[src/rtl/serial_adder_pkg.sv]
// Shared definitions for the serial adder: FSM state encoding and the
// step-counter width helper.
package serial_adder_pkg;

    typedef enum logic [1:0] {
        ST_IDLE = 2'd0,
        ST_BUSY = 2'd1,
        ST_DONE = 2'd2
    } state_t;

    // Counter width for a given step count; at least one bit so the
    // single-step configuration still has a legal vector.
    function automatic int cnt_width(input int steps);
        return (steps > 1) ? $clog2(steps) : 1;
    endfunction

endpackage

[src/rtl/serial_adder_digit_adder.sv]
// Combinational DIGIT-bit ripple-carry adder built from a chain of
// full-adder cells: {co, s} = a + b + ci.
module digit_adder #(
    parameter int DIGIT = 1
) (
    input  logic [DIGIT-1:0] a,
    input  logic [DIGIT-1:0] b,
    input  logic             ci,
    output logic [DIGIT-1:0] s,
    output logic             co
);

    // Ripple the carry through one full-adder cell per bit.
    always_comb begin
        logic c;
        s = '0;
        c = ci;
        for (int unsigned i = 0; i < DIGIT; i++) begin
            s[i] = a[i] ^ b[i] ^ c;
            c    = (a[i] & b[i]) | (c & (a[i] ^ b[i]));
        end
        co = c;
    end

endmodule

[src/rtl/serial_adder.sv]
// Multi-cycle adder: {Cout, Sum} = A + B + Cin, DIGIT bits per clock,
// with valid/ready handshakes on input and output.
// Optional feature macro: SERIAL_ADDER_SUB_EN adds a Sub input that turns
// the operation into A - B (computed as A + ~B + 1, Cin ignored).
module serial_adder
    import serial_adder_pkg::*;
#(
    parameter int WIDTH = 8,
    parameter int DIGIT = 1
) (
    input  logic             clk,
    input  logic             rst,
    input  logic             in_valid,
    output logic             in_ready,
    input  logic [WIDTH-1:0] A,
    input  logic [WIDTH-1:0] B,
    input  logic             Cin,
`ifdef SERIAL_ADDER_SUB_EN
    input  logic             Sub,
`endif
    output logic             out_valid,
    input  logic             out_ready,
    output logic [WIDTH-1:0] Sum,
    output logic             Cout
);

    localparam int STEPS = WIDTH / DIGIT;
    localparam int CNT_W = cnt_width(STEPS);

    if ((WIDTH < 1) || (DIGIT < 1) || ((WIDTH % DIGIT) != 0)) begin : g_param_check
        $error("serial_adder: WIDTH must be >= 1 and a multiple of DIGIT");
    end

    state_t             state;
    state_t             state_next;
    logic [WIDTH-1:0]   a_sr;
    logic [WIDTH-1:0]   b_sr;
    logic [WIDTH-1:0]   res_sr;
    logic [WIDTH-1:0]   res_next;
    logic               carry;
    logic [CNT_W-1:0]   cnt;
    logic               last_step;
    logic               accept;
    logic               sub_op;
    logic [DIGIT-1:0]   dsum;
    logic               dco;

`ifdef SERIAL_ADDER_SUB_EN
    assign sub_op = Sub;
`else
    assign sub_op = 1'b0;
`endif

    assign accept    = in_valid && in_ready;
    assign last_step = (cnt == CNT_W'(STEPS - 1));

    digit_adder #(.DIGIT(DIGIT)) u_digit (
        .a  (a_sr[DIGIT-1:0]),
        .b  (b_sr[DIGIT-1:0]),
        .ci (carry),
        .s  (dsum),
        .co (dco)
    );

    // New digit enters at the MSB end; after STEPS shifts the LSB digit
    // computed first has reached bit 0.
    assign res_next = (res_sr >> DIGIT) | (WIDTH'(dsum) << (WIDTH - DIGIT));

    // FSM state register.
    always_ff @(posedge clk or posedge rst) begin
        if (rst) begin
            state <= ST_IDLE;
        end else begin
            state <= state_next;
        end
    end

    // Next-state logic and handshake outputs decoded from the state.
    always_comb begin
        state_next = state;
        in_ready   = 1'b0;
        out_valid  = 1'b0;
        case (state)
            ST_IDLE: begin
                in_ready = 1'b1;
                if (in_valid) state_next = ST_BUSY;
            end
            ST_BUSY: begin
                if (last_step) state_next = ST_DONE;
            end
            ST_DONE: begin
                out_valid = 1'b1;
                if (out_ready) state_next = ST_IDLE;
            end
            default: state_next = ST_IDLE;
        endcase
    end

    // Operand capture, per-step digit addition and result registration.
    always_ff @(posedge clk or posedge rst) begin
        if (rst) begin
            a_sr   <= '0;
            b_sr   <= '0;
            res_sr <= '0;
            carry  <= 1'b0;
            cnt    <= '0;
            Sum    <= '0;
            Cout   <= 1'b0;
        end else begin
            if (accept) begin
                a_sr  <= A;
                b_sr  <= sub_op ? ~B : B;
                carry <= sub_op ? 1'b1 : Cin;
                cnt   <= '0;
            end else if (state == ST_BUSY) begin
                a_sr   <= a_sr >> DIGIT;
                b_sr   <= b_sr >> DIGIT;
                carry  <= dco;
                res_sr <= res_next;
                cnt    <= cnt + 1'b1;
                if (last_step) begin
                    Sum  <= res_next;
                    Cout <= dco;
                end
            end
        end
    end

endmodule

[config.mk]
export PLATFORM = sky130hd
export DESIGN_NAME = serial_adder
export DESIGN_NICKNAME = d
export VERILOG_FILES = /design/src/rtl/serial_adder_pkg.sv /design/src/rtl/serial_adder_digit_adder.sv /design/src/rtl/serial_adder.sv
export SDC_FILE = /design/constraint.sdc
export NUM_CORES = 1
export LEC_CHECK = 0
export ABC_AREA = 1
export CAP_MARGIN = 40
export CORE_MARGIN = 3
export CORE_UTILIZATION = 54
export CTS_CLUSTER_SIZE = 8
export DETAILED_ROUTE_END_ITERATION = 10
export PLACE_DENSITY = 0.88
export SLEW_MARGIN = 10
export SYNTH_ARGS = -nofsm -noshare
export SYNTH_HDL_FRONTEND = slang
export SYNTH_HIERARCHICAL = 1
export SYNTH_SLANG_ARGS = --single-unit
[constraint.sdc]
create_clock -name clk -period 2.85 [get_ports clk]
set_input_delay 0.4275 -clock clk [delete_from_list [all_inputs] [get_ports clk]]
set_output_delay 0.4275 -clock clk [all_outputs]
set_load 0.05 [all_outputs]
Word level (Yosys, flattened, before mapping)
Index checks and enable logic that the tools add are counted.
W data, S select, Z words.

word-level totals
  word-level logic and storage cells = 42
  register bits = 39
  output and inout bits = 11

operators by class
  bitwise gates (word level) = 7
  eq/ne operators = 6
  $add $sub $neg = 1
  muxes and demuxes = 14
  reduce and logical (&&, ||, !) cells = 6

operators by type and width
  kind                   number
  $mux W8                4
  $or A7 B8 Y8           1
  $mux W2                3
  $mux W3                2
  $ne A2 B2 Y1 const B   3
  $pmux W2 S3            1
  $reduce_and A3 Y1      2
  $mux W1                4
  $add A3 B1 Y3 const B  1
  $eq A3 B3 Y1 const B   1
  $and A1 B1 Y1          2
  $eq A2 B1 Y1 const B   1
  $eq A2 B2 Y1 const B   1
  $logic_not A2 Y1       1
  $reduce_and A2 Y1      1
  $reduce_bool A2 Y1     1
  $xor A1 B1 Y1          2
  $logic_and A1 B1 Y1    1
  $not A1 Y1             1
  $or A1 B1 Y1           1

Depth between registers and ports, before layout
  depth after elaboration = 5
  depth in mapped cells = 6
  mapped depth without buffers = 6

By module
The synthesis kept the hierarchy.

by module, submodules not included
  module        sequential area each (um^2)  times used  area each (um^2)  cells an instance
  serial_adder  950.9                        1           1609.0            182
  digit_adder   0.0                          1           20.0              1

Least setup slack after synthesis
Ideal clock, no wire load.

  path type = register to output
  start point = register state[1]
  end point = output out_valid
  required time = 2.423 ns
  buffers on the path = 0
  cell stages (with the launch flop) = 3
  data arrival time = 1.192 ns
  setup slack = 1.231 ns
  cell sequence = dfrtp_1 inv_1 nor2_1

on the way
  cells in the longest elaborated chain, start to end = 2

ends and longest elaborated chain
  what                    RTL line            text
  start, declared         serial_adder.sv:34  state_t state;
  start signal, assigned  serial_adder.sv:74  state <= state_next;
  $eq A2 B2 Y1            serial_adder.sv:83  case (state)
  $mux W1                 serial_adder.sv:83
  end, declared           serial_adder.sv:21  output logic out_valid,

Every way passes these cells.

Final worst setup path
  start point = register state[0]
  end point = output in_ready

on the way
  cells in the longest elaborated chain, start to end = 2

ends and longest elaborated chain
  what              RTL line            text
  $logic_not A2 Y1  serial_adder.sv:83
  $mux W1           serial_adder.sv:83
  end, declared     serial_adder.sv:14  output logic in_ready,

Every way passes these cells.

==> flow_summary.json <==
{
  "place_inst": 241,
  "vias": 1343,
  "p_leak_uw": 0.00100,
  "fp.dieW_um": 60.9,
  "r2r-end": "Sum[2]",
  "cap_violations": 0,
  "grt_use_total_pct": 20.8,
  "syn_inst": 183,
  "finalNonFillerCells": 249,
  "ctsResizeCount": 0,
  "grt_pass1_vias": 1295,
  "p_per_area_nw_per_um2": 1030,
  "finalCriticalPeriod_ns": 2.51,
  "gp_congestion": 0.764,
  "grt_pass1_wl_um": 5600,
  "synthTopCellsByArea": "dfrtp_1 58%, nand2_1 20%, nand3_1 9.8%",
  "crit_path_start": "state[0]",
  "initial_core_util_pct": 58.1,
  "arrival_ns": 2.08,
  "drc": 0,
  "core.rowCount": 19,
  "avgRoutedWirePerCell_um": 13.1,
  "ir_drop_v": 0.000513,
  "outcome": "completed",
  "required_ns": 2.42,
  "fin_crit_sh_pct": 88.1,
  "drv_slew": 0,
  "final_nets": 241,
  "ys_seq_area_share_pct": 58.4,
  "numCtsBuffers": 5,
  "portBuffers": 31,
  "die_area_um2": 3710,
  "tritoncts": "built",
  "die_h_um": 60.9,
  "multi_input_area_um2": 611,
  "cts_sinks": 38,
  "rsz0062_at_grt": "no",
  "clockBufferDepth": 2,
  "drtIter0Drc": 87,
  "synth_top_area_share_pct": 58.4,
  "finalHoldViolCount": 0,
  "r2r_cells": 5,
  "path_clk_slew_ns": 0.11,
  "cts_hold_buf": 0,
  "coreArea_um2": 2810,
  "syn_to_final_growth_pct": 23.7,
  "finalSetupViolCount": 0,
  "fin_area_um2": 2020,
  "dpl.hpwl_um": 2210,
  "yosys.area.top_type": "dfrtp_1",
  "yosys_warnings": 6,
  "htreeDepth": 2,
  "avgViaCountPerCell": 5.39,
  "r2r_slack_ns": 1.26,
  "syn_area_um2": 1630,
  "grt_max_degree": 39,
  "finalSetupTns_ns": 0,
  "postCtsSetupBuffers": 0,
  "cp-end-kind": "output pin",
  "antenna_cells": 0,
  "cp_max_fo": 19,
  "min_path_type": "in -> async",
  "io_pins": 32,
  "worst-slew-pin-transition_ns": 0.565,
  "drt-pass1-iter-count": 4,
  "gr-total-overflow": 0,
  "post_dp_cell_area_um2": 1960,
  "synth_fp_nets": 207,
  "detail_route.wirelength_um": 3250,
  "clock_skew_ns": 0.00860,
  "ys_seq_elements": 38,
  "nFillCells": 214,
  "slew_headroom_pct": 62.2,
  "worstSetupEndpoint": "in_ready",
  "regArea_um2": 951,
  "worstSetupPathType": "reg -> out",
  "startpoint_type": "flop",
  "r2r-start": "state[0]",
  "synth.avg_cell_area_um2": 8.90,
  "synth_cell_types": 17,
  "drive_above_1_share_pct": 7.34,
  "max_freq_mhz": 398,
  "worstSkewPairLatency_ns": 0.34,
  "antenna_found_initial": 0,
  "cts_root_buf": "clkbuf_4",
  "ant_nets": 0
}
power by group:
group | internal [uW] | total (uW) | leakage [uW] | switching (uW)
Sequential | 753 | 896 | 0.000490 | 142
Clock | 120 | 290 | 0.0000353 | 170
Combinational | 312 | 891 | 0.000477 | 579
Total | 1190 | 2080 | 0.00100 | 892
cell usage in the layout (no fill, tap or decap), drive strengths merged:
cell type / n
nand2: 88
dfrtp: 38
nand3: 32
clkdlybuf4s50: 31
clkbuf: 7
inv: 5
o21ai: 5
nor2: 4
buf: 3
ha: 2
o31ai: 1
clkinv: 1
fa: 1
layer usage:
layer | share of wire, % | up-vias | track usage [%] | wire length (um)
met4 | 3.1 | 0 | 10.8 | 101
met5 | 0 | - | 0 | 0
met2 | 50 | 48 | 33.4 | 1630
met3 | 5.9 | 14 | 6.38 | 193
li1 | - | 647 | - | -
met1 | 41 | 634 | 25.2 | 1330
worst max-delay path, cell delays in order, from the launching register on:
cell             delay (ns)
dfrtp_1                0.48
nor2_4                 0.37
clkdlybuf4s50_1        0.88
stage by stage:
| stage | setup slack (ns) | power, uW | util, % | hold slack (ns) |
|---|---|---|---|---|
| after CTS | 0.332 | 2090 | 71.9 | 0.487 |
| after global placement | 0.747 | 1730 | 69.3 | 0.453 |
| after detailed placement | 0.725 | 1790 | 69.7 | 0.462 |
| final | 0.339 | 2080 | 71.9 | 0.477 |
| after global routing | 0.228 | 2230 | 71.9 | 0.511 |
| after floorplan | 1.23 | 1550 | - | 0.442 |
cell usage after synthesis:
cell type  count
nand2_2        2
o21ai_0        4
buf_6          2
dfrtp_1       38
buf_1          1
nor2_4         3
buf_4          1
ha_1           2
inv_1          4
fa_1           1
buf_2          3
nor2_1         1
o31ai_1        1
inv_2          1
nand3_1       32
o21ai_1        1
nand2_1       86
worst min path at each step:
stage,cells after the start,from,to
after floorplan,2,res_sr[1],Sum[0]
after global placement,2,Sum[4],Sum[4]
after detailed placement,2,Sum[1],Sum[1]
after CTS,3,rst,a_sr[3]
after global routing,3,rst,cnt[2]
final,3,rst,carry
flip-flops by register name (all words and copies together), names as in the netlist:
| register | count |
|---|---|
| a_sr | 8 |
| res_sr | 7 |
| Sum | 8 |
| Cout | 1 |
| carry | 1 |
| cnt | 3 |
| state | 2 |
| b_sr | 8 |
layout make-up:
cell class              instances  share of cell area [%]
well taps                      31                    1.92
flip-flops and latches         38                    47.2
repair buffers                 34                    16.7
multi-input cells             133                    30.3
clock buffers                   7                    2.73
inverters                       5                   0.931
clock inverters                 1                   0.248
kinds of logic after synthesis:
| family | share of synthesized area [%] |
|---|---|
| adders and majority gates | 2.76 |
| and+or+nand+nor | 32.7 |
| buffers and inverters | 4.15 |
| AOI/OAI and AO/OA | 2.00 |
| DFF | 58.4 |
Power figures use the tool's default switching activity.
